File: config.mk
export PLATFORM = sky130hd
export DESIGN_NAME = sobel_pipe_core
export DESIGN_NICKNAME = d
export VERILOG_FILES = /design/src/rtl/sobel_pipe_core.sv
export SDC_FILE = /design/constraint.sdc
export NUM_CORES = 1
export LEC_CHECK = 0
export BUFFER_PORTS_ARGS = -buffer_cell sky130_fd_sc_hd__clkbuf_2
export CORE_MARGIN = 3
export CORE_UTILIZATION = 39
export DETAILED_ROUTE_END_ITERATION = 12
export SYNTH_ARGS = -nofsm -noshare
export SYNTH_HDL_FRONTEND = slang
export SYNTH_SLANG_ARGS = --single-unit
File: constraint.sdc
create_clock -name clk_i -period 3.5 [get_ports clk_i]
set_input_delay 1.05 -clock clk_i [delete_from_list [all_inputs] [get_ports clk_i]]
set_output_delay 1.05 -clock clk_i [all_outputs]
set_load 0.02 [all_outputs]
File: src/rtl/sobel_pipe_core.sv
// Three-stage pipelined Sobel edge core: gradients, magnitude, then threshold/mode/output.
// A single global advance signal moves or freezes every stage together under backpressure.
module sobel_pipe_core #(
   parameter int PIX_W = 8,
   parameter int CNT_W = 24
) (
   input  logic               clk_i,
   input  logic               rst_n_i,
   input  logic [9*PIX_W-1:0] win_i,
   input  logic               in_valid_i,
   output logic               in_ready_o,
   input  logic [1:0]         mode_i,
   input  logic [PIX_W+2:0]   thresh_i,
   output logic               out_valid_o,
   input  logic               out_ready_i,
   output logic [PIX_W-1:0]   pixel_o,
   output logic               edge_o,
   input  logic               clr_i,
   output logic [CNT_W-1:0]   edge_cnt_o
);

   localparam int GW = PIX_W + 3;
   localparam logic [GW-1:0] PIX_MAX = {{3{1'b0}}, {PIX_W{1'b1}}};

   function automatic logic [GW-1:0] px(input logic [9*PIX_W-1:0] w, input int r, input int c);
      return {{3{1'b0}}, w[(3*r+c)*PIX_W +: PIX_W]};
   endfunction

   logic             v1_q, v1_d, v2_q, v2_d, v3_q, v3_d;
   logic [GW-1:0]    gx_q, gx_d, gy_q, gy_d;
   logic [1:0]       mode1_q, mode1_d, mode2_q, mode2_d;
   logic [GW-1:0]    thr1_q, thr1_d, thr2_q, thr2_d;
   logic [GW-1:0]    mag_q, mag_d;
   logic [PIX_W-1:0] pixel_q, pixel_d;
   logic             edge_q, edge_d;
   logic [CNT_W-1:0] cnt_q, cnt_d;

   logic          advance;
   logic [GW-1:0] sum_r, sum_l, sum_t, sum_b;
   logic [GW-1:0] abs_gx, abs_gy;
   logic          edge_new;

   assign advance = !v3_q || out_ready_i;

   always_comb begin
      sum_r = px(win_i, 0, 2) + (px(win_i, 1, 2) << 1) + px(win_i, 2, 2);
      sum_l = px(win_i, 0, 0) + (px(win_i, 1, 0) << 1) + px(win_i, 2, 0);
      sum_t = px(win_i, 0, 0) + (px(win_i, 0, 1) << 1) + px(win_i, 0, 2);
      sum_b = px(win_i, 2, 0) + (px(win_i, 2, 1) << 1) + px(win_i, 2, 2);
      // Two's-complement differences; GW bits hold +/-4*(2^PIX_W-1) without overflow.
      abs_gx   = gx_q[GW-1] ? (~gx_q + 1'b1) : gx_q;
      abs_gy   = gy_q[GW-1] ? (~gy_q + 1'b1) : gy_q;
      edge_new = (mag_q > thr2_q);

      v1_d    = v1_q;
      gx_d    = gx_q;
      gy_d    = gy_q;
      mode1_d = mode1_q;
      thr1_d  = thr1_q;
      v2_d    = v2_q;
      mag_d   = mag_q;
      mode2_d = mode2_q;
      thr2_d  = thr2_q;
      v3_d    = v3_q;
      pixel_d = pixel_q;
      edge_d  = edge_q;

      if (advance) begin
         v1_d = in_valid_i;
         if (in_valid_i) begin
            gx_d    = sum_r - sum_l;
            gy_d    = sum_t - sum_b;
            mode1_d = mode_i;
            thr1_d  = thresh_i;
         end
         v2_d = v1_q;
         if (v1_q) begin
            mag_d   = abs_gx + abs_gy;
            mode2_d = mode1_q;
            thr2_d  = thr1_q;
         end
         v3_d = v2_q;
         if (v2_q) begin
            edge_d = edge_new;
            unique case (mode2_q)
               2'b00:   pixel_d = {PIX_W{edge_new}};
               2'b01:   pixel_d = (mag_q > PIX_MAX) ? {PIX_W{1'b1}} : mag_q[PIX_W-1:0];
               2'b10:   pixel_d = mag_q[GW-1:3];
               default: pixel_d = '0;
            endcase
         end
      end

      cnt_d = cnt_q;
      if (clr_i) begin
         cnt_d = '0;
      end else if (v3_q && out_ready_i && edge_q && (cnt_q != {CNT_W{1'b1}})) begin
         cnt_d = cnt_q + 1'b1;
      end
   end

   always_ff @(posedge clk_i or negedge rst_n_i) begin
      if (!rst_n_i) begin
         v1_q    <= 1'b0;
         v2_q    <= 1'b0;
         v3_q    <= 1'b0;
         gx_q    <= '0;
         gy_q    <= '0;
         mode1_q <= '0;
         thr1_q  <= '0;
         mag_q   <= '0;
         mode2_q <= '0;
         thr2_q  <= '0;
         pixel_q <= '0;
         edge_q  <= 1'b0;
         cnt_q   <= '0;
      end else begin
         v1_q    <= v1_d;
         v2_q    <= v2_d;
         v3_q    <= v3_d;
         gx_q    <= gx_d;
         gy_q    <= gy_d;
         mode1_q <= mode1_d;
         thr1_q  <= thr1_d;
         mag_q   <= mag_d;
         mode2_q <= mode2_d;
         thr2_q  <= thr2_d;
         pixel_q <= pixel_d;
         edge_q  <= edge_d;
         cnt_q   <= cnt_d;
      end
   end

   assign in_ready_o  = advance;
   assign out_valid_o = v3_q;
   assign pixel_o     = pixel_q;
   assign edge_o      = edge_q;
   assign edge_cnt_o  = cnt_q;

endmodule

; Word-level counts from Yosys, hierarchy flattened
; Cells that the tools add are included.
[totals]
register_bits = 95
inputBits = 90
word_cells = 50
[classes]
addsub = 14
magnitude_cmp = 2
n_eq_ne = 3
mux = 6
n_bitwise = 2
reduce_logical = 10
[ops]
columns = op, count
row1 = 2-to-1 mux 24 bit, 2
row2 = adder 10 x 8 -> 11 bit, 4
row3 = adder 8 x 9 -> 10 bit, 4
row4 = "adder 24 x 1 -> 24 bit, second input constant", 1
row5 = "!= test 24 bit, second input constant", 1
row6 = one-hot mux 8 bit (3 select lines), 1
row7 = "adder 11 x 1 -> 11 bit, second input constant", 2
row8 = 2-to-1 mux 11 bit, 2
row9 = NOT 11 bit, 2
row10 = subtractor 11 bit, 2
row11 = adder 11 bit, 1
row12 = > comparator 11 bit, 1
row13 = "> comparator 11 x 8 -> 1 bit, second input constant", 1
row14 = 2-to-1 mux 8 bit, 1
row15 = AND reduction 2 bit, 3
row16 = logical AND 1 bit, 3
row17 = "== test 2 x 1 -> 1 bit, second input constant", 1
row18 = "== test 2 bit, second input constant", 1
row19 = logical NOT 2 bit, 1
row20 = nonzero test 2 bit, 1
row21 = logical NOT 1 bit, 1
row22 = logical OR 1 bit, 1

; Longest topological paths before layout
; Gate-level depths: netlist of the first run.
[depth]
depth_word = 5
ltp_mapped = 15
ltp_nobuf = 15

; Worst setup path before layout of the first run
; No wires, ideal clock.
[synth_path]
kind = in2reg
start = input win_i[3]
end = register gx_q[9]
setup_time_ns = 0.120
t_arrival_ns = 4.116
setup_slack_ns = -0.736
stages = 13
cell_sequence = inv_1 > fa_1 > fa_1 > inv_1 > fa_1 > inv_1 > ha_1 > nor2b_1 > o21a_1 > o21ai_0 > a21oi_1 > or3_1 > a41o_1
[synth_between]
elab_chain_len = 3
[synth_rtl]
columns = element, line_no
row1 = start: declaration, 9  ; input logic [9*PIX_W-1:0] win_i,
row2 = adder 8 x 9 -> 10 bit, 47  ; sum_l = px(win_i, 0, 0) + (px(win_i, 1, 0) << 1) + px(win_i, 2, 0);
row3 = adder 10 x 8 -> 11 bit, 47
row4 = subtractor 11 bit, 71  ; gx_d = sum_r - sum_l;
row5 = end signal: assignment, 121  ; gx_q <= gx_d;
row6 = end: declaration, 30  ; logic [GW-1:0] gx_q, gx_d, gy_q, gy_d;
; Every way passes these cells.
; A chain may end at the register's enable or synchronous reset.

; Final worst setup path of the first run
[layout_path]
start = input win_i[42]
end = register gx_q[9]
[layout_between]
elab_chain_len = 3
[layout_rtl]
columns = element, line_no
row1 = adder 8 x 9 -> 10 bit, 46  ; sum_r = px(win_i, 0, 2) + (px(win_i, 1, 2) << 1) + px(win_i, 2, 2);
row2 = adder 10 x 8 -> 11 bit, 46
row3 = subtractor 11 bit, 71
; Every way passes these cells.

==> out/metrics.yaml, run 1 <==
floorplanning:
  start_util_pct: 40.59
  num_rows: 49
  core_um2: 18390
  die_x_um: 144.3
  io_pins: 125
  fp.dieH_um: 144.3
  dieArea_um2: 20840
clock_network:
  cts_tree: "yes"
  insertion_delay_ps: 350
  cts_hold_buf: 0
  clk_pin_slew_ps: 70
  clk_path_buf_depth: 2
  ctsHtreeMaxLevel: 3
  clkSinkCount: 95
  cts_root_buf: "clkbuf_16"
  cts_made_buffers: 9
outcome:
  violations: "negative setup slack"
  status: "complete, but fails checks"
critical_path:
  crit_type: "primary input to register"
  crit_path_max_fanout: 2
  cp-start-kind: "primary input"
  cp.arrival_ps: 4080
  end_kind: "register"
  critPathRequiredTime_ps: 3730
drt:
  dr.pass1.iters: 5
  route.detailed.drc: 0
  wirelength_um: 15220
  drtAntennaViolNets: 0
  drt_iter0_drc: 157
  viasPerCell: 4.902
  vias: 5672
  wl_per_cell_um: 13.15
grt:
  track_usage_pct: 15.17
  grt_pass1_vias: 5654
  antenna_found_initial: 0
  overflow: 0
  grt_pass1_wl_um: 26010
  grt_max_degree: 57
final_layout:
  syn2layout_area_growth_pct: 23.89
  layout_common_cells: "inv_1, clkbuf_2, dfrtp_1"
  final_util_pct: 50.28
  final_cells: 1157
  final_nets: 1125
  antenna_cells: 0
  final_common_cell: "inv_1"
  nFillCells: 1736
  final_layout_size_suffix_gt1_share_pct: 28.13
pwr:
  powerDensity_nw_per_um2: 855.6
  leakagePower_nw: 4.556
  p_sw_mw: 3.294
  netSwitchingFraction_pct: 41.63
  p_seq_share_pct: 23.6
  vdd_drop_max_mv: 0.4102
  power_frac_comb_pct: 62.2
  power_mw: 7.913
  clockPowerShare_pct: 14.2
  intPower_mw: 4.619
synthesis:
  async_flop_share_pct: 100.0
  yosys.area_share.simple_pct: 12.12
  synth_xor_xnor_area_share_pct: 6.688
  synth-edff-count: 0
  synth_compound_area_share_pct: 10.78
  netlist_instances: 770
  ys_types: 51
  yosysSeqAreaShare_pct: 31.85
  syn_area_um2: 7465
  synthAdderAreaFrac_pct: 24.94
  synth_warnings: 0
  synth_ff_type: "dfrtp_1"
  synth_fp_nets: 971
  avgSynthCellArea_um2: 9.694
  synth-seq-cells: 95
  synth_mux_area_share_pct: 5.112
  synth_top_family_by_area: "adder cells"
sta:
  setup_viol: 14
  max_freq_mhz: 259.8
  final_hold_viol_count: 0
  period_share_pct: 110.0
  finalMaxSlewViolations: 0
  clock_skew_ps: 10.89
  fin_tns_setup_ps: -3368
  rsz0062_at_grt: "true"
  layout_min_cycle_time_ps: 3849
  whs_ps: 503.5
  setup_ws_ps: -349.3
  relSlewSlack_pct: 43.76
  worst_slew_pin_slew_ps: 837.2
placement:
  place_congestion: 0.8218
  place_inst: 1138
  hpwl_um: 12240
  io_buffers: 116
min_path:
  hp-class: "register to register"
job:
  drv_cap: 0
per-stage QoR:
step	instance area (µm²)	setup slack [ps]
global route	9248	-461.8
finish	9248	-349.3
detailed placement	8722	-809.1
global placement	8722	-791.6
CTS	9155	-367.3
floorplan	7599	-464.7
registers in the layout, summed over array words and instances, names as in the netlist:
register     count
thr2_q          11
pixel_o          8
mag_q           11
mode2_q          2
thr1_q          11
mode1_q          2
gy_q            11
v2_q             1
v1_q             1
edge_cnt_o      24
gx_q            11
out_valid_o      1
edge_o           1
logic make-up after synthesis:
logic type      Yosys count
compound gates          128
xor+xnor                 57
fa+ha+maj               111
buf+inv                 169
flops                    95
mux                      34
simple gates            176
synthesized netlist by cell type (all sizes together), types with 11 or more instances:
library cell	n	area [µm²]
inv	151	566.8
dfrtp	95	2377
fa	63	1261
nand2	53	198.9
ha	48	600.6
o21ai	45	225.2
nor2	40	150.1
xnor2	35	306.5
mux2	33	371.6
a21oi	25	125.1
xor2	22	192.7
clkbuf	16	60.06
nor3	14	70.07
nand2b	12	75.07
o21a	11	82.58
layer usage:
layer	wire length [µm]	global-route usage [%]	share of wire [%]
met5	0	0	0
met4	110	3.093	0.72
met3	582	2.546	3.8
met2	7471	25.51	49
met1	7056	20.80	46
layout make-up:
class                           instances  area (µm²)  share of cell area, %
Clock buffer                           10       229.0                  2.476
Clock inverter                          5       106.4                  1.150
Sequential cell                        95        2377                  25.71
Timing Repair Buffer                  161        1008                  10.91
Multi-Input combinational cell        506        4658                  50.37
Inverter                              151       581.8                  6.291
Tap cell                              229       286.5                  3.098
power groups by stage:
stage | Sequential, mW | Clock [mW] | Combinational [mW]
after global placement | 1.87 | 0 | 4.66
after CTS | 1.87 | 1.14 | 4.89
after detailed placement | 1.88 | 0 | 4.73
after global routing | 1.93 | 1.19 | 5.61
after floorplan | 1.80 | 0 | 3.45
final | 1.86 | 1.12 | 4.92
final timing paths:
check	from	end	depth (start not counted)	slack (ps)
max in group asynchronous	rst_n_i	mag_q[1]$_DFFE_PN0P_	2	2130
setup / recovery	win_i[42]	gx_q[9]$_DFFE_PN0P_	13	-350
hold reg to reg	thr1_q[10]$_DFFE_PN0P_	thr1_q[10]$_DFFE_PN0P_	1	500
setup reg to reg	gy_q[1]$_DFFE_PN0P_	mag_q[9]$_DFFE_PN0P_	13	480
hold / removal	thr1_q[10]$_DFFE_PN0P_	thr1_q[10]$_DFFE_PN0P_	1	500
min in group asynchronous	rst_n_i	edge_cnt_o[18]$_DFFE_PN0P_	1	690
timing repair:
action | CTS | global route
buffers inserted | 2 | 2
resized for setup | 17 | 28
setup endpoints to repair | 14 | 14
pin swaps | 23 | 24
worst max-delay path, stage by stage:
cell and delay (ps):
clkbuf_2 90, fa_1 510, fa_1 560, inv_2 40, fa_1 480, inv_2 40
ha_4 200, nor2b_1 120, o21a_1 190, o21ai_2 190, a21oi_2 100, or3_1 310
a41o_1 180
Power figures use the tool's default switching activity.
==> run 2, diff against run 1 <==
==> config.mk (replaced) <==
export PLATFORM = sky130hd
export DESIGN_NAME = sobel_pipe_core
export DESIGN_NICKNAME = d
export VERILOG_FILES = /design/src/rtl/sobel_pipe_core.sv
export SDC_FILE = /design/constraint.sdc
export NUM_CORES = 1
export LEC_CHECK = 0
export BUFFER_PORTS_ARGS = -buffer_cell sky130_fd_sc_hd__buf_4
export CORE_MARGIN = 3
export CORE_UTILIZATION = 58
export DETAILED_ROUTE_END_ITERATION = 12
export PLACE_DENSITY = 0.82
export SYNTH_ARGS = -nofsm -noshare
export SYNTH_HDL_FRONTEND = slang
export SYNTH_SLANG_ARGS = --single-unit
==> out/metrics.yaml, run 2 (synthesized netlist as in run 1, its figures left out) <==
sta:
  period_share_pct: 110.2  # was 110.0%
  rsz0062_at_grt: "true"  # unchanged
  worst_slew_pin_slew_ps: 851.6  # was 837.2 ps
  max_freq_mhz: 259.4  # was 259.8 MHz
  setup_ws_ps: -355.7  # was -349.3 ps
  final_hold_viol_count: 0  # unchanged
  layout_min_cycle_time_ps: 3856  # was 3849 ps
  clock_skew_ps: 7.381  # was 10.89 ps
  setup_viol: 14  # unchanged
  relSlewSlack_pct: 42.79  # was 43.76%
  finalMaxSlewViolations: 0  # unchanged
pwr:
  power_frac_comb_pct: 63.9  # was 62.2%
  power_mw: 8.178  # was 7.913 mW
  leakagePower_nw: 4.618  # was 4.556 nW
  p_sw_mw: 3.524  # was 3.294 mW
  clockPowerShare_pct: 13.2  # was 14.2%
  vdd_drop_max_mv: 0.4923  # was 0.4102 mV
  netSwitchingFraction_pct: 43.08  # was 41.63%
  p_seq_share_pct: 23.0  # was 23.6%
  intPower_mw: 4.655  # was 4.619 mW
  powerDensity_nw_per_um2: 865.3  # was 855.6 nW/µm²
min_path:
  holdPathStages: 1  # unchanged
  whs_endpoint: "thr2_q[0]$_DFFE_PN0P_"  # was thr1_q[10]$_DFFE_PN0P_
  hold_start: "thr1_q[0]$_DFFE_PN0P_"  # was thr1_q[10]$_DFFE_PN0P_
  hp-class: "register to register"  # unchanged
floorplanning:
  io_pins: 125  # unchanged
  dieArea_um2: 14270  # was 20840 µm²
  fp.dieH_um: 119.4  # was 144.3 µm
  start_util_pct: 60.63  # was 40.59%
  core_um2: 12310  # was 18390 µm²
  num_rows: 40  # was 49
  die_x_um: 119.4  # was 144.3 µm
clock_network:
  ctsHtreeMaxLevel: 3  # unchanged
  cts_tree: "yes"  # unchanged
  clkSinkCount: 95  # unchanged
  cts_made_buffers: 9  # unchanged
  insertion_delay_ps: 340  # was 350 ps
  clk_path_buf_depth: 2  # unchanged
  clk_pin_slew_ps: 60  # was 70 ps
  cts_hold_buf: 0  # unchanged
  cts_root_buf: "clkbuf_16"  # unchanged
critical_path:
  cp-start-kind: "primary input"  # unchanged
  reg2reg_from: "gy_q[0]$_DFFE_PN0P_"  # was gy_q[1]$_DFFE_PN0P_
  max_stage_delay_ps: 550  # was 560 ps
  crit_chain: "buf_6, fa_1, fa_1, inv_1, fa_1, inv_2, ha_4, nor2b_4, o21a_1, o21ai_2, a21oi_2, or3_1, a41o_1"  # was clkbuf_2, fa_1, fa_1, inv_2, fa_1, inv_2, ha_4, nor2b_1, o21a_1, o21ai_2, a21oi_2, or3_1, a41o_1
  end_kind: "register"  # unchanged
  cp.arrival_ps: 4080  # about the same
  cp-startpoint: "win_i[42]"  # unchanged
  rr_endpoint: "mag_q[10]$_DFFE_PN0P_"  # was mag_q[9]$_DFFE_PN0P_
  cp_slowest_cell: "fa_1"  # unchanged
  critPathRequiredTime_ps: 3730  # about the same
  crit_top_cell: "fa_1"  # unchanged
  crit_type: "primary input to register"  # unchanged
  crit_path_max_fanout: 2  # unchanged
  r2r_cells: 12  # was 13
  regToRegSetupSlack_ps: 440  # was 480 ps
drt:
  vias: 5976  # was 5672
  wirelength_um: 17160  # was 15220 µm
  dr.pass1.iters: 4  # was 5
  viasPerCell: 5.468  # was 4.902
  wl_per_cell_um: 15.70  # was 13.15 µm
  route.detailed.drc: 0  # unchanged
  drtAntennaViolNets: 0  # unchanged
  drt_iter0_drc: 367  # was 157
final_layout:
  fin_area_um2: 9452  # was 9248 µm²
  final_nets: 1121  # was 1125
  syn2layout_area_growth_pct: 26.62  # was 23.89%
  nFillCells: 839  # was 1736
  regArea_um2: 2377  # unchanged
  final_common_cell: "buf_4"  # was inv_1
  layout_common_cells: "buf_4, inv_1, dfrtp_1"  # was inv_1, clkbuf_2, dfrtp_1
  multi_input_area_um2: 4687  # was 4658 µm²
  largest_register_ffs: 24  # unchanged
  final_cells: 1093  # was 1157
  antenna_cells: 0  # unchanged
  final_layout_size_suffix_gt1_share_pct: 28.76  # was 28.13%
grt:
  overflow: 0  # unchanged
  antenna_found_initial: 0  # unchanged
  grt_pass1_vias: 6368  # was 5654
  track_usage_pct: 24.53  # was 15.17%
  grt_pass1_wl_um: 28650  # was 26010 µm
  grt_max_degree: 58  # was 57
placement:
  place_area_um2: 8906  # was 8722 µm²
  place_inst: 1072  # was 1138
  hpwl_um: 12850  # was 12240 µm
  place_congestion: 0.8573  # was 0.8218
  io_buffers: 116  # unchanged
outcome:
  status: "complete, but fails checks"  # unchanged
  violations: "negative setup slack"  # unchanged
job:
  drv_cap: 0  # unchanged
## run 2: changes by cell type in the layout (fill, tap and decap cells not counted), moves of 2 or more
| cell | delta |
|---|---|
| buf_8 | +4 |
| o21ai_1 | +2 |
| clkbuf_2 | -108 |
| inv_1 | -4 |
| buf_6 | -3 |
| ha_2 | +2 |
| ha_1 | -3 |
| inv_4 | +3 |
| buf_4 | +104 |
## run 2: metrics by stage
stage	utilization [%]	setup slack [ps]	TNS [ps]	hold WS (ps)
finish	76.77	-355.7	-3458	501.6
floorplan	-	-464.7	-4066	466.8
detailed placement	72.34	-824.6	-9604	489.0
CTS	76.04	-378.6	-2887	503.4
global placement	72.34	-728.4	-8713	484.1
global route	76.77	-431.5	-4926	506.9
## run 2: layer usage
| layer | wire length, µm | track usage (%) |
|---|---|---|
| met5 | 0 | 0 |
| met4 | 344 | 8.160 |
| met2 | 9087 | 44.67 |
| met3 | 869 | 4.511 |
| met1 | 6853 | 29.15 |
## run 2: area by class of cell
class                      count  share of cell area, %
sequential                    95                  25.15
inverter                     151                  6.235
clock buffer                  10                  2.528
clock inverter                 6                 0.9796
timing repair buffer         157                  13.29
multi-input combinational    506                  49.59
tap                          168                  2.224
## run 2: power by group through the flow
stage	registers (mW)	logic, mW	clock network [mW]
2_1_floorplan	1.80	3.45	0
3_3_place_gp	1.84	4.57	0
3_5_place_dp	1.87	4.76	0
4_1_cts	1.86	5.06	1.08
5_1_grt	1.92	5.77	1.13
6_report	1.88	5.22	1.08
## run 2: repair_timing
item	in CTS	in global routing
resized for setup	32	20
setup endpoints to repair	14	15
setup buffers	3	3
pin swaps	37	28
## run 2: critical path: cells and delay by family
family / cells / cell delay, ps
AO/OA/AOI/OAI: 4 / 640
adder cells (fa/ha/maj): 4 / 1760
buffers and inverters: 3 / 200
AND/OR/NAND/NOR: 2 / 450
## run 2: worst max path at each step
stage	to	slack (ps)	cells after the start
4_1_cts	gx_q[9]$_DFFE_PN0P_	-380	13
6_report	gx_q[9]$_DFFE_PN0P_	-360	13
2_1_floorplan	gx_q[9]$_DFFE_PN0P_	-460	12
5_1_grt	gy_q[9]$_DFFE_PN0P_	-430	14
3_5_place_dp	gx_q[9]$_DFFE_PN0P_	-820	15
3_3_place_gp	gx_q[9]$_DFFE_PN0P_	-730	13
==> run 3, diff against run 2 <==
--- a/config.mk
+++ b/config.mk
@@ -6,6 +6,7 @@
 export NUM_CORES = 1
 export LEC_CHECK = 0
 export BUFFER_PORTS_ARGS = -buffer_cell sky130_fd_sc_hd__buf_4
+export CORE_ASPECT_RATIO = 1.2
 export CORE_MARGIN = 3
 export CORE_UTILIZATION = 58
 export DETAILED_ROUTE_END_ITERATION = 12
==> out/metrics.yaml, run 3 (synthesized netlist as in run 1, its figures left out) <==
pwr:
  leakagePower_nw: 4.616  # was 4.618 nW
  p_sw_mw: 3.493  # was 3.524 mW
  p_seq_share_pct: 22.7  # was 23.0%
  vdd_drop_max_mv: 0.4598  # was 0.4923 mV
  powerDensity_nw_per_um2: 861.2  # was 865.3 nW/µm²
  power_mw: 8.151  # was 8.178 mW
  clockPowerShare_pct: 11.0  # was 13.2%
  netSwitchingFraction_pct: 42.85  # was 43.08%
  power_frac_comb_pct: 66.3  # was 63.9%
  intPower_mw: 4.659  # was 4.655 mW
drt:
  route.detailed.drc: 0  # unchanged
  vias: 5891  # was 5976
  drt_iter0_drc: 300  # was 367
  wl_per_cell_um: 15.16  # was 15.70 µm
  wirelength_um: 16520  # was 17160 µm
  viasPerCell: 5.405  # was 5.468
  dr.pass1.iters: 4  # unchanged
  drtAntennaViolNets: 0  # unchanged
critical_path:
  regToRegSetupSlack_ps: 500  # was 440 ps
  crit_path_max_fanout: 3  # was 2
  reg2reg_from: "gy_q[1]$_DFFE_PN0P_"  # was gy_q[0]$_DFFE_PN0P_
  critPathRequiredTime_ps: 3710  # was 3730 ps
  end_kind: "register"  # unchanged
  crit_type: "primary input to register"  # unchanged
  rr_endpoint: "mag_q[9]$_DFFE_PN0P_"  # was mag_q[10]$_DFFE_PN0P_
  r2r_cells: 12  # unchanged
  cp-start-kind: "primary input"  # unchanged
  cp.arrival_ps: 4090  # was 4080 ps
clock_network:
  clkSinkCount: 95  # unchanged
  ctsHtreeMaxLevel: 3  # unchanged
  cts_root_buf: "clkbuf_16"  # unchanged
  cts_made_buffers: 9  # unchanged
  insertion_delay_ps: 340  # about the same
  cts_tree: "yes"  # unchanged
  clk_pin_slew_ps: 60  # about the same
  cts_hold_buf: 0  # unchanged
  clk_path_buf_depth: 2  # unchanged
sta:
  period_share_pct: 110.7  # was 110.2%
  rsz0062_at_grt: "true"  # unchanged
  finalMaxSlewViolations: 0  # unchanged
  setup_viol: 13  # was 14
  layout_min_cycle_time_ps: 3875  # was 3856 ps
  clock_skew_ps: 8.603  # was 7.381 ps
  final_hold_viol_count: 0  # unchanged
  setup_ws_ps: -375.1  # was -355.7 ps
  max_freq_mhz: 258.1  # was 259.4 MHz
  worst_slew_pin_slew_ps: 788.4  # was 851.6 ps
  relSlewSlack_pct: 47.04  # was 42.79%
placement:
  hpwl_um: 12800  # was 12850 µm
  place_inst: 1070  # was 1072
  place_congestion: 0.9129  # was 0.8573
  place_area_um2: 8922  # was 8906 µm²
  io_buffers: 116  # unchanged
floorplanning:
  start_util_pct: 60.53  # was 60.63%
  dieArea_um2: 14270  # about the same
  io_pins: 125  # unchanged
  num_rows: 44  # was 40
  core_um2: 12330  # was 12310 µm²
  fp.dieH_um: 130.3  # was 119.4 µm
  die_x_um: 109.6  # was 119.4 µm
final_layout:
  antenna_cells: 0  # unchanged
  final_cells: 1090  # was 1093
  layout_common_cells: "buf_4, inv_1, dfrtp_1"  # unchanged
  fin_area_um2: 9465  # was 9452 µm²
  final_util_pct: 76.76  # was 76.77%
  final_common_cell: "buf_4"  # unchanged
  syn2layout_area_growth_pct: 26.80  # was 26.62%
  nFillCells: 808  # was 839
  final_layout_size_suffix_gt1_share_pct: 30.25  # was 28.76%
  final_nets: 1125  # was 1121
  largest_register_ffs: 24  # unchanged
min_path:
  hold_start: "thr1_q[0]$_DFFE_PN0P_"  # unchanged
  hp-class: "register to register"  # unchanged
  holdPathStages: 1  # unchanged
  whs_endpoint: "thr1_q[0]$_DFFE_PN0P_"  # was thr2_q[0]$_DFFE_PN0P_
grt:
  grt_pass1_wl_um: 26970  # was 28650 µm
  track_usage_pct: 23.66  # was 24.53%
  grt_max_degree: 52  # was 58
  grt_pass1_vias: 6082  # was 6368
  antenna_found_initial: 0  # unchanged
  overflow: 0  # unchanged
job:
  drv_cap: 0  # unchanged
outcome:
  violations: "negative setup slack"  # unchanged
  status: "complete, but fails checks"  # unchanged
==> run 3: cell count changes in the layout (fill, tap and decap cells not counted), moves of 2 or more <==
| cell | before | now |
|---|---|---|
| clkbuf_1 | 0 | 3 |
| o21ai_2 | 1 | 3 |
| inv_1 | 129 | 122 |
| buf_6 | 6 | 12 |
| bufinv_16 | 2 | 0 |
| inv_2 | 17 | 23 |
| o21ai_1 | 13 | 10 |
| buf_8 | 4 | 2 |
==> run 3: how the worst max path moves through the flow <==
| stage | start | depth (start not counted) | slack, ps | to |
|---|---|---|---|---|
| after global placement | win_i[17] | 15 | -770 | gx_q[9]$_DFFE_PN0P_ |
| after detailed placement | win_i[17] | 15 | -890 | gx_q[9]$_DFFE_PN0P_ |
| after global routing | win_i[0] | 16 | -460 | gx_q[9]$_DFFE_PN0P_ |
| after floorplan | win_i[67] | 12 | -460 | gx_q[9]$_DFFE_PN0P_ |
| final | win_i[2] | 13 | -380 | gy_q[9]$_DFFE_PN0P_ |
| after CTS | win_i[26] | 14 | -360 | gx_q[9]$_DFFE_PN0P_ |
==> run 3: critical path: stages <==
cell     delay [ps]
buf_8           110
fa_1            490
fa_1            540
inv_2            40
fa_1            480
inv_2            60
fa_2            400
a21o_1          220
a21oi_4         180
o21ai_1          80
a21oi_1         180
xor2_1          170
o21ai_1          70
==> run 3: cell type report <==
cell class              count  area, µm²  share of cell area [%]
multi-input cells         506       4745                   50.13
flip-flops and latches     95       2377                   25.12
repair buffers            161       1281                   13.54
inverters                 151      591.8                   6.252
clock buffers              13      250.2                   2.644
well taps                 161      201.4                   2.128
clock inverters             3      18.77                  0.1983
==> run 3: timing repair <==
action,in CTS,in global routing
setup buffers,6,1
pin swaps,39,28
resized for setup,45,27
endpoints found under the setup margin,13,14
==> run 3: power groups by stage <==
stage	logic (mW)	registers (mW)	clock network, mW
floorplan	3.45	1.80	0
global placement	4.56	1.84	0
detailed placement	4.80	1.86	0
CTS	5.14	1.85	0.908
global route	6.03	1.90	0.947
finish	5.40	1.85	0.895
==> run 3: stage by stage <==
step | hold WS (ps) | setup slack, ps | setup TNS (ps)
6_report | 504.6 | -375.1 | -3275
4_1_cts | 509.1 | -359.2 | -3171
3_5_place_dp | 492.1 | -890.8 | -9716
2_1_floorplan | 466.8 | -464.7 | -4066
5_1_grt | 516.0 | -463.8 | -4543
3_3_place_gp | 485.4 | -773.8 | -8724
==> run 3: layer usage <==
layer	part of all wire (%)	wire length, µm	GRT usage, %
met3	3.3	548	3.068
met5	0	0	0
met4	2.9	483	8.657
met2	56	9278	44.56
met1	38	6211	27.12
